### config.mk
export PLATFORM = sky130hd
export DESIGN_NAME = eu_seq
export DESIGN_NICKNAME = d
export VERILOG_FILES = /design/src/rtl/eu_seq.sv
export SDC_FILE = /design/constraint.sdc
export NUM_CORES = 1
export LEC_CHECK = 0
export ABC_AREA = 1
export CORE_MARGIN = 5
export CORE_UTILIZATION = 36
export DETAILED_ROUTE_END_ITERATION = 6
export PLACE_DENSITY = 0.75
export SLEW_MARGIN = 20
export SYNTH_ARGS = -nofsm -noshare
export SYNTH_HDL_FRONTEND = slang
export SYNTH_SLANG_ARGS = --single-unit
### constraint.sdc
create_clock -name clk -period 1.11 [get_ports clk]
set_input_delay 0.222 -clock clk [delete_from_list [all_inputs] [get_ports clk]]
set_output_delay 0.222 -clock clk [all_outputs]
set_load 0.03 [all_outputs]
### src/rtl/eu_seq.sv
// -----------------------------------------------------------------------------
// eu_seq -- execution-unit sequencer
//
// Accepts one instruction at a time from the decoder with a valid/ready
// handshake. It then walks a small FSM (IDLE, EXEC, MEM_RD, MEM_WB, MEM_WR)
// that drives the datapath and data-memory control strobes for that
// instruction.
//
// Ports
//   clk                 clock, rising edge
//   rst                 asynchronous reset, active low
//   instr_valid_i       decoder offers an instruction
//   instr_ready_o       sequencer can accept (high only in IDLE)
//   instr_op_i [3:0]    opcode
//   instr_dst_i         destination register (0=R0, 1=R1)
//   instr_imm_i [7:0]   immediate / data-memory address
//   imm_o [7:0]         immediate latched at accept
//   err_o               sticky illegal-opcode flag
//   data_mem_rd_enb_o   data memory read enable
//   data_mem_wr_enb_o   data memory write enable
//   wr_data_sel_o       store data source (0=R0, 1=R1)
//   r0_const_sel_o      ALU operand 0 takes imm_o
//   r1_const_sel_o      ALU operand 1 takes imm_o
//   cf_sel_o            ALU carry-in forced to 1
//   cmp_flag_sel_o      compare flag loads ALU carry-out
//   alu_sel_0_o [1:0]   ALU function (ADD/AND/OR/XOR)
//   alu_sel_1_o         select shifter output
//   inv_sel_o           invert ALU operand 1
//   shftr_sel_o         shift right by one
//   shftl_sel_o         shift left by one
//   r0_sel_o [1:0]      R0 next value (00 mem, 01 imm, 10 ALU, 11 hold)
//   r1_sel_o [1:0]      R1 next value, same encoding
//
// Configuration
//   EU_SEQ_SHIFT_EN     when defined, opcodes A (SHR) and B (SHL) are
//                       executed; otherwise they are illegal and the shifter
//                       controls are tied low.
// -----------------------------------------------------------------------------
module eu_seq (
    input  logic       clk,
    input  logic       rst,
    input  logic       instr_valid_i,
    output logic       instr_ready_o,
    input  logic [3:0] instr_op_i,
    input  logic       instr_dst_i,
    input  logic [7:0] instr_imm_i,
    output logic [7:0] imm_o,
    output logic       err_o,
    output logic       data_mem_rd_enb_o,
    output logic       data_mem_wr_enb_o,
    output logic       wr_data_sel_o,
    output logic       r0_const_sel_o,
    output logic       r1_const_sel_o,
    output logic       cf_sel_o,
    output logic       cmp_flag_sel_o,
    output logic [1:0] alu_sel_0_o,
    output logic       alu_sel_1_o,
    output logic       inv_sel_o,
    output logic       shftr_sel_o,
    output logic       shftl_sel_o,
    output logic [1:0] r0_sel_o,
    output logic [1:0] r1_sel_o
);

    localparam logic [3:0] OP_NOP = 4'h0;
    localparam logic [3:0] OP_LDI = 4'h1;
    localparam logic [3:0] OP_LD  = 4'h2;
    localparam logic [3:0] OP_ST  = 4'h3;
    localparam logic [3:0] OP_ADD = 4'h4;
    localparam logic [3:0] OP_SUB = 4'h5;
    localparam logic [3:0] OP_AND = 4'h6;
    localparam logic [3:0] OP_OR  = 4'h7;
    localparam logic [3:0] OP_XOR = 4'h8;
    localparam logic [3:0] OP_CMP = 4'h9;
    localparam logic [3:0] OP_SHR = 4'hA;
    localparam logic [3:0] OP_SHL = 4'hB;

    localparam logic [1:0] RSEL_MEM  = 2'b00;
    localparam logic [1:0] RSEL_IMM  = 2'b01;
    localparam logic [1:0] RSEL_ALU  = 2'b10;
    localparam logic [1:0] RSEL_HOLD = 2'b11;

    typedef enum logic [2:0] {
        S_IDLE,
        S_EXEC,
        S_MEM_RD,
        S_MEM_WB,
        S_MEM_WR
    } state_t;

    state_t     state, state_nxt;
    logic [3:0] op_q;
    logic       dst_q;
    logic       accept;

    // Opcodes beyond the implemented set raise err_o.
    function automatic logic op_legal(input logic [3:0] op);
`ifdef EU_SEQ_SHIFT_EN
        return (op <= OP_SHL);
`else
        return (op <= OP_CMP);
`endif
    endfunction

    assign instr_ready_o = (state == S_IDLE);
    assign accept        = instr_valid_i && instr_ready_o;

    always_ff @(posedge clk or negedge rst) begin
        if (!rst) begin
            state <= S_IDLE;
            op_q  <= OP_NOP;
            dst_q <= 1'b0;
            imm_o <= 8'h00;
            err_o <= 1'b0;
        end else begin
            state <= state_nxt;
            if (accept) begin
                op_q  <= instr_op_i;
                dst_q <= instr_dst_i;
                imm_o <= instr_imm_i;
                if (!op_legal(instr_op_i)) begin
                    err_o <= 1'b1;
                end
            end
        end
    end

    always_comb begin
        state_nxt = state;
        case (state)
            S_IDLE: begin
                if (accept) begin
                    if (instr_op_i == OP_LD) begin
                        state_nxt = S_MEM_RD;
                    end else if (instr_op_i == OP_ST) begin
                        state_nxt = S_MEM_WR;
                    end else begin
                        state_nxt = S_EXEC;
                    end
                end
            end
            S_EXEC:   state_nxt = S_IDLE;
            S_MEM_RD: state_nxt = S_MEM_WB;   // read data arrives one cycle later
            S_MEM_WB: state_nxt = S_IDLE;
            S_MEM_WR: state_nxt = S_IDLE;
            default:  state_nxt = S_IDLE;
        endcase
    end

    // Control decode works only from registered state/op/dst. The
    // destination-relative selects (rd_sel, rd_const) are steered onto
    // R0 or R1 at the end.
    logic [1:0] rd_sel;
    logic       rd_const;

    always_comb begin
        rd_sel            = RSEL_HOLD;
        rd_const          = 1'b0;
        data_mem_rd_enb_o = 1'b0;
        data_mem_wr_enb_o = 1'b0;
        wr_data_sel_o     = 1'b0;
        cf_sel_o          = 1'b0;
        cmp_flag_sel_o    = 1'b0;
        alu_sel_0_o       = 2'b00;
        alu_sel_1_o       = 1'b0;
        inv_sel_o         = 1'b0;
        shftr_sel_o       = 1'b0;
        shftl_sel_o       = 1'b0;

        case (state)
            S_EXEC: begin
                case (op_q)
                    OP_NOP: ;
                    OP_LDI: begin
                        rd_sel   = RSEL_IMM;
                        rd_const = 1'b1;
                    end
                    OP_ADD: rd_sel = RSEL_ALU;
                    OP_SUB: begin
                        inv_sel_o = 1'b1;
                        cf_sel_o  = 1'b1;
                        rd_sel    = RSEL_ALU;
                    end
                    OP_AND: begin
                        alu_sel_0_o = 2'b01;
                        rd_sel      = RSEL_ALU;
                    end
                    OP_OR: begin
                        alu_sel_0_o = 2'b10;
                        rd_sel      = RSEL_ALU;
                    end
                    OP_XOR: begin
                        alu_sel_0_o = 2'b11;
                        rd_sel      = RSEL_ALU;
                    end
                    OP_CMP: begin
                        // Subtract only for the carry-out; no register write.
                        inv_sel_o      = 1'b1;
                        cf_sel_o       = 1'b1;
                        cmp_flag_sel_o = 1'b1;
                    end
                    OP_SHR: begin
`ifdef EU_SEQ_SHIFT_EN
                        alu_sel_1_o = 1'b1;
                        shftr_sel_o = 1'b1;
                        rd_sel      = RSEL_ALU;
`endif
                    end
                    OP_SHL: begin
`ifdef EU_SEQ_SHIFT_EN
                        alu_sel_1_o = 1'b1;
                        shftl_sel_o = 1'b1;
                        rd_sel      = RSEL_ALU;
`endif
                    end
                    default: ;   // illegal opcode: controls stay at default
                endcase
            end
            S_MEM_RD: data_mem_rd_enb_o = 1'b1;
            S_MEM_WB: rd_sel = RSEL_MEM;
            S_MEM_WR: begin
                data_mem_wr_enb_o = 1'b1;
                wr_data_sel_o     = dst_q;
            end
            default: ;
        endcase
    end

    assign r0_sel_o       = dst_q ? RSEL_HOLD : rd_sel;
    assign r1_sel_o       = dst_q ? rd_sel    : RSEL_HOLD;
    assign r0_const_sel_o = !dst_q && rd_const;
    assign r1_const_sel_o = dst_q  && rd_const;

endmodule

# Yosys cells after proc, flatten, opt, wreduce, memory -nomap -nowiden
# Index checks and enable logic that the tools add are counted.
# Widths: inputs -> output; s select.
# word_totals
register_bits	17
input_bits	16
output_inout_bits	27
# classes
magnitude_cmp	1
eq_ne	14
n_mux	19
n_bitwise	1
reduce_logical	8
# ops
op	count
$eq 4x3->1 const B	4
$mux 1	9
$mux 3	3
$eq 4x2->1 const B	2
$eq 4x4->1 const B	2
$pmux 2 s2	2
$eq 3x2->1 const B	2
$mux 2	3
$pmux 2 s3	1
$pmux 3 s2	1
$reduce_or 5->1	1
$eq 4x1->1 const B	1
$le 4x4->1 const B	1
$eq 3x1->1 const B	1
$eq 3x3->1 const B	1
$logic_and 1x1->1	3
$logic_not 3->1	1
$ne 2x1->1 const B	1
$reduce_and 2->1	1
$reduce_or 2->1	1
$logic_not 1->1	1
$not 1->1	1

# Depth between registers and ports, before layout
# depth
depth_word	5
ltp_mapped	7
ltp_nobuf	6

# Least setup slack after synthesis
# OpenSTA, ideal clock, no wires.
# synth_path
kind	reg2out
start	register state[1]
end	output port inv_sel_o
arrival_time_ns	1.512
required_time_ns	0.888
path_slack_ns	-0.624
stages_incl_launch_ff	5
cell_sequence	dfrtp_1 -> nor3_2 -> nand2_1 -> a21oi_1 -> buf_4
# synth_between
elab_chain_len	2
# synth_lines
element	line_no	text
start: declaration	91	state_t state, state_nxt;
start signal: assignment	116	state <= state_nxt;
$eq 3x1->1	-	
$mux 1	-	
end: declaration	58	output logic inv_sel_o,
# Every way passes these cells.

# Worst setup path in the final report
# layout_path
start	register state[1]
end	output port cf_sel_o
# layout_between
elab_chain_len	2
# layout_lines
element	line_no	text
$eq 3x1->1	170	case (state)
$mux 1	170	
end: declaration	54	output logic cf_sel_o,
# Every way passes these cells.

==> flow_metrics.tcl <==
set metrics [dict create \
    synth_top_area_share_pct 47.89 \
    period_minus_slack_ns 1.612 \
    clk_latency_ns 0.30 \
    core_area_um2 2410 \
    synth-xor-area-share_pct 0 \
    ys_types 19 \
    syn_to_final_growth_pct 93.24 \
    drt_first_pass_iters 3 \
    seq_power_share_pct 34.0 \
    start_util_pct 36.86 \
    synth_area_leaders "dfrtp_1, nand2_1, inv_1" \
    synth-simple-area-share_pct 35.49 \
    drv_slew 0 \
    p_int_mw 1.452 \
    violations "negative setup slack" \
    via_count 972 \
    arrival_ns 1.39 \
    synth_warnings 0 \
    dpl.cell_count 202 \
    synth_cells 118 \
    finalPower_mw 2.527 \
    fin_ws_ns -0.5020 \
    drt_iter0_markers 21 \
    maxCapViolCount 0 \
    synth_top_family_by_area "simple AND/OR/NAND/NOR gates" \
    avgSynthCellArea_um2 7.528 \
    die_w_um 59.68 \
    stdcell_count 213 \
    critPathCaptureType "primary output" \
    synth_area_leader_cell "dfrtp_1" \
    grt_pass1_vias 1012 \
    fp.dieH_um 59.68 \
    place_ws_ns -0.2867 \
    power_leakage_nw 0.8276 \
    routabilityCongestion 0.8017 \
    synthAdderAreaFrac_pct 0 \
    diodes 0 \
    grt_max_degree 18 \
    cts_made_buffers 3 \
    cts_tree "built" \
    avgRoutedWirePerCell_um 12.68 \
    clockBufferDepth 2 \
    synth_seq_area_share_pct 47.89 \
    cts_hold_buf 0 \
    p_sw_share_pct 42.51 \
    combinationalPowerShare_pct 52.4 \
    track_usage_pct 15.43 \
    nets 200 \
    grt.overflow.total 0 \
    hold_class "in2async" \
    setup_viol 32 \
    reg2reg_from "state[1]$_DFFE_PN0P_" \
    criticalPathCategory "reg2out" \
    post-route-drc-count 0 \
    postPlaceCellArea_um2 1411 \
    synthMuxAreaShare_pct 0 \
    grt_pass1_wl_um 4188 \
    hold_viol 0 \
    fp-row-count 18 \
    fin_skew_ns 0.01192 \
    run_status "finished, violations left" \
    timing.fmax_mhz 620.4 \
    drtAntennaViolNets 0 \
    p_switching_mw 1.074 \
    root_buffer "clkbuf_4" \
    final_area_um2 1717 \
    pwr-share-clk_pct 13.6 \
    critPathRequiredTime_ns 0.89 \
    synth_compound_area_share_pct 4.366 \
    crit_start "state[1]$_DFFE_PN0P_" \
    portBuffers 39 \
    grt_setup_unrepaired "yes" \
    vias_per_cell 4.563 \
    pin_count 43 \
    irDropWorstVdd_uv 1392 \
    synth_area_um2 888.4 \
    wl_um 2700 \
    cts.sinks 17 \
    drive_gt1_share_pct 51.37 \
    finalCritPeriodShare_pct 145.2 \
    dp_hpwl_um 2022 \
    clk_pin_slew_ns 0.11 \
    cts_max_level 1 \
    cp_max_fo 3 \
    start_kind "flip-flop" \
    power.density_nw_per_um2 1472 \
    die_area_um2 3561 \
    synth-seq-cells 17 \
    antenna_found_initial 0 \
]
[kinds of logic (layout without fill, tap and decap cells)]
family,Yosys count,after routing
buffers and inverters,20,83
AOI/OAI and AO/OA,7,7
and+or+nand+nor,73,73
other,1,3
DFF,17,17
[stage by stage]
| stage | util [%] | hold WS [ns] | setup TNS (ns) |
|---|---|---|---|
| after global routing | 71.24 | 0.2404 | -12.01 |
| final | 71.24 | 0.2298 | -9.743 |
| after floorplan | - | -0.07359 | -2.765 |
| after CTS | 66.51 | 0.2325 | -8.545 |
| after global placement | 58.57 | 0.4669 | -4.798 |
| after detailed placement | 58.57 | 0.4670 | -5.886 |
[Yosys cell counts]
| cell | count |
|---|---|
| nand4_1 | 1 |
| nor2_2 | 3 |
| buf_6 | 2 |
| nand2_2 | 4 |
| inv_1 | 13 |
| o22ai_1 | 1 |
| o21ai_0 | 1 |
| nand3_1 | 9 |
| nor2_1 | 13 |
| inv_2 | 1 |
| o21bai_1 | 1 |
| nor3_2 | 1 |
| buf_4 | 4 |
| a21oi_1 | 4 |
| nor3_1 | 1 |
| conb_1 | 1 |
| nand2_1 | 40 |
| dfrtp_1 | 17 |
| nor4_1 | 1 |
[area by class of cell]
| class | count | area [µm²] |
|---|---|---|
| multi-input combinational | 83 | 541.8 |
| timing repair buffer | 65 | 619.3 |
| clock inverter | 1 | 7.507 |
| tap | 30 | 37.54 |
| inverter | 14 | 62.56 |
| clock buffer | 3 | 22.52 |
| fill | 203 | 693.2 |
| sequential | 17 | 425.4 |
[flip-flops by register name (all words and copies together) (netlist names)]
register and count:
state 3, op_q 4, dst_q 1, err_o 1
imm_o 8
[power groups by stage]
stage                     registers [mW]  clock network, mW  logic (mW)
after global placement             0.840                  0        1.03
final                              0.860              0.343        1.32
after floorplan                    0.989                  0       0.480
after detailed placement           0.843                  0        1.06
after CTS                          0.839              0.354        1.20
after global routing               0.877              0.372        1.42
[final timing paths]
path | to | depth (start not counted) | slack, ns
min | imm_o[2]$_DFFE_PN0P_ | 2 | 0.23
min in group clk | dst_q$_DFFE_PN0P_ | 3 | 0.45
max | cf_sel_o | 4 | -0.50
min reg2reg | imm_o[3]$_DFFE_PN0P_ | 2 | 0.50
max in group asynchronous | state[0]$_DFFE_PN0P_ | 2 | 0.68
max reg2reg | err_o$_DFFE_PN0P_ | 7 | -0.22
[routing by layer]
layer	global-route usage, %	share of wire, %	vias to the layer above
li1	-	-	490
met1	16.89	37	437
met2	29.17	53	39
met3	3.240	7.3	6
met4	4.747	1.9	0
met5	0	0	-
[worst max-delay path, stage by stage (launching register included)]
cell	delay, ns
dfrtp_1	0.42
nor3_4	0.27
nand2_2	0.12
a21oi_4	0.15
buf_6	0.15
[layout by cell type (no fill, tap or decap)]
cell type	count
a21oi_4	1
nor3_2	1
o22ai_1	1
inv_8	1
buf_6	25
buf_4	25
dfrtp_1	17
a21oi_1	1
a21oi_2	2
clkdlybuf4s50_1	15
clkinvlp_4	1
nand3_1	3
inv_1	9
nand4_1	1
o21ai_1	1
nand2_2	10
nor2_4	6
nand2_8	1
nand3_4	1
nor2_2	4
inv_2	3
nor3_4	1
conb_1	3
nor4_4	1
nand2_4	2
nor2_1	6
o21bai_1	1
nand3_2	5
inv_4	1
nand2_1	31
clkbuf_4	3
[what timing repair did]
action                                  in CTS  in global routing
buffers inserted                             3                  4
endpoints found under the setup margin      31                 37
pin swaps                                    5                  4
gates cloned                                 1                  0
gates resized for setup                     37                 27
Power figures use the tool's default switching activity.
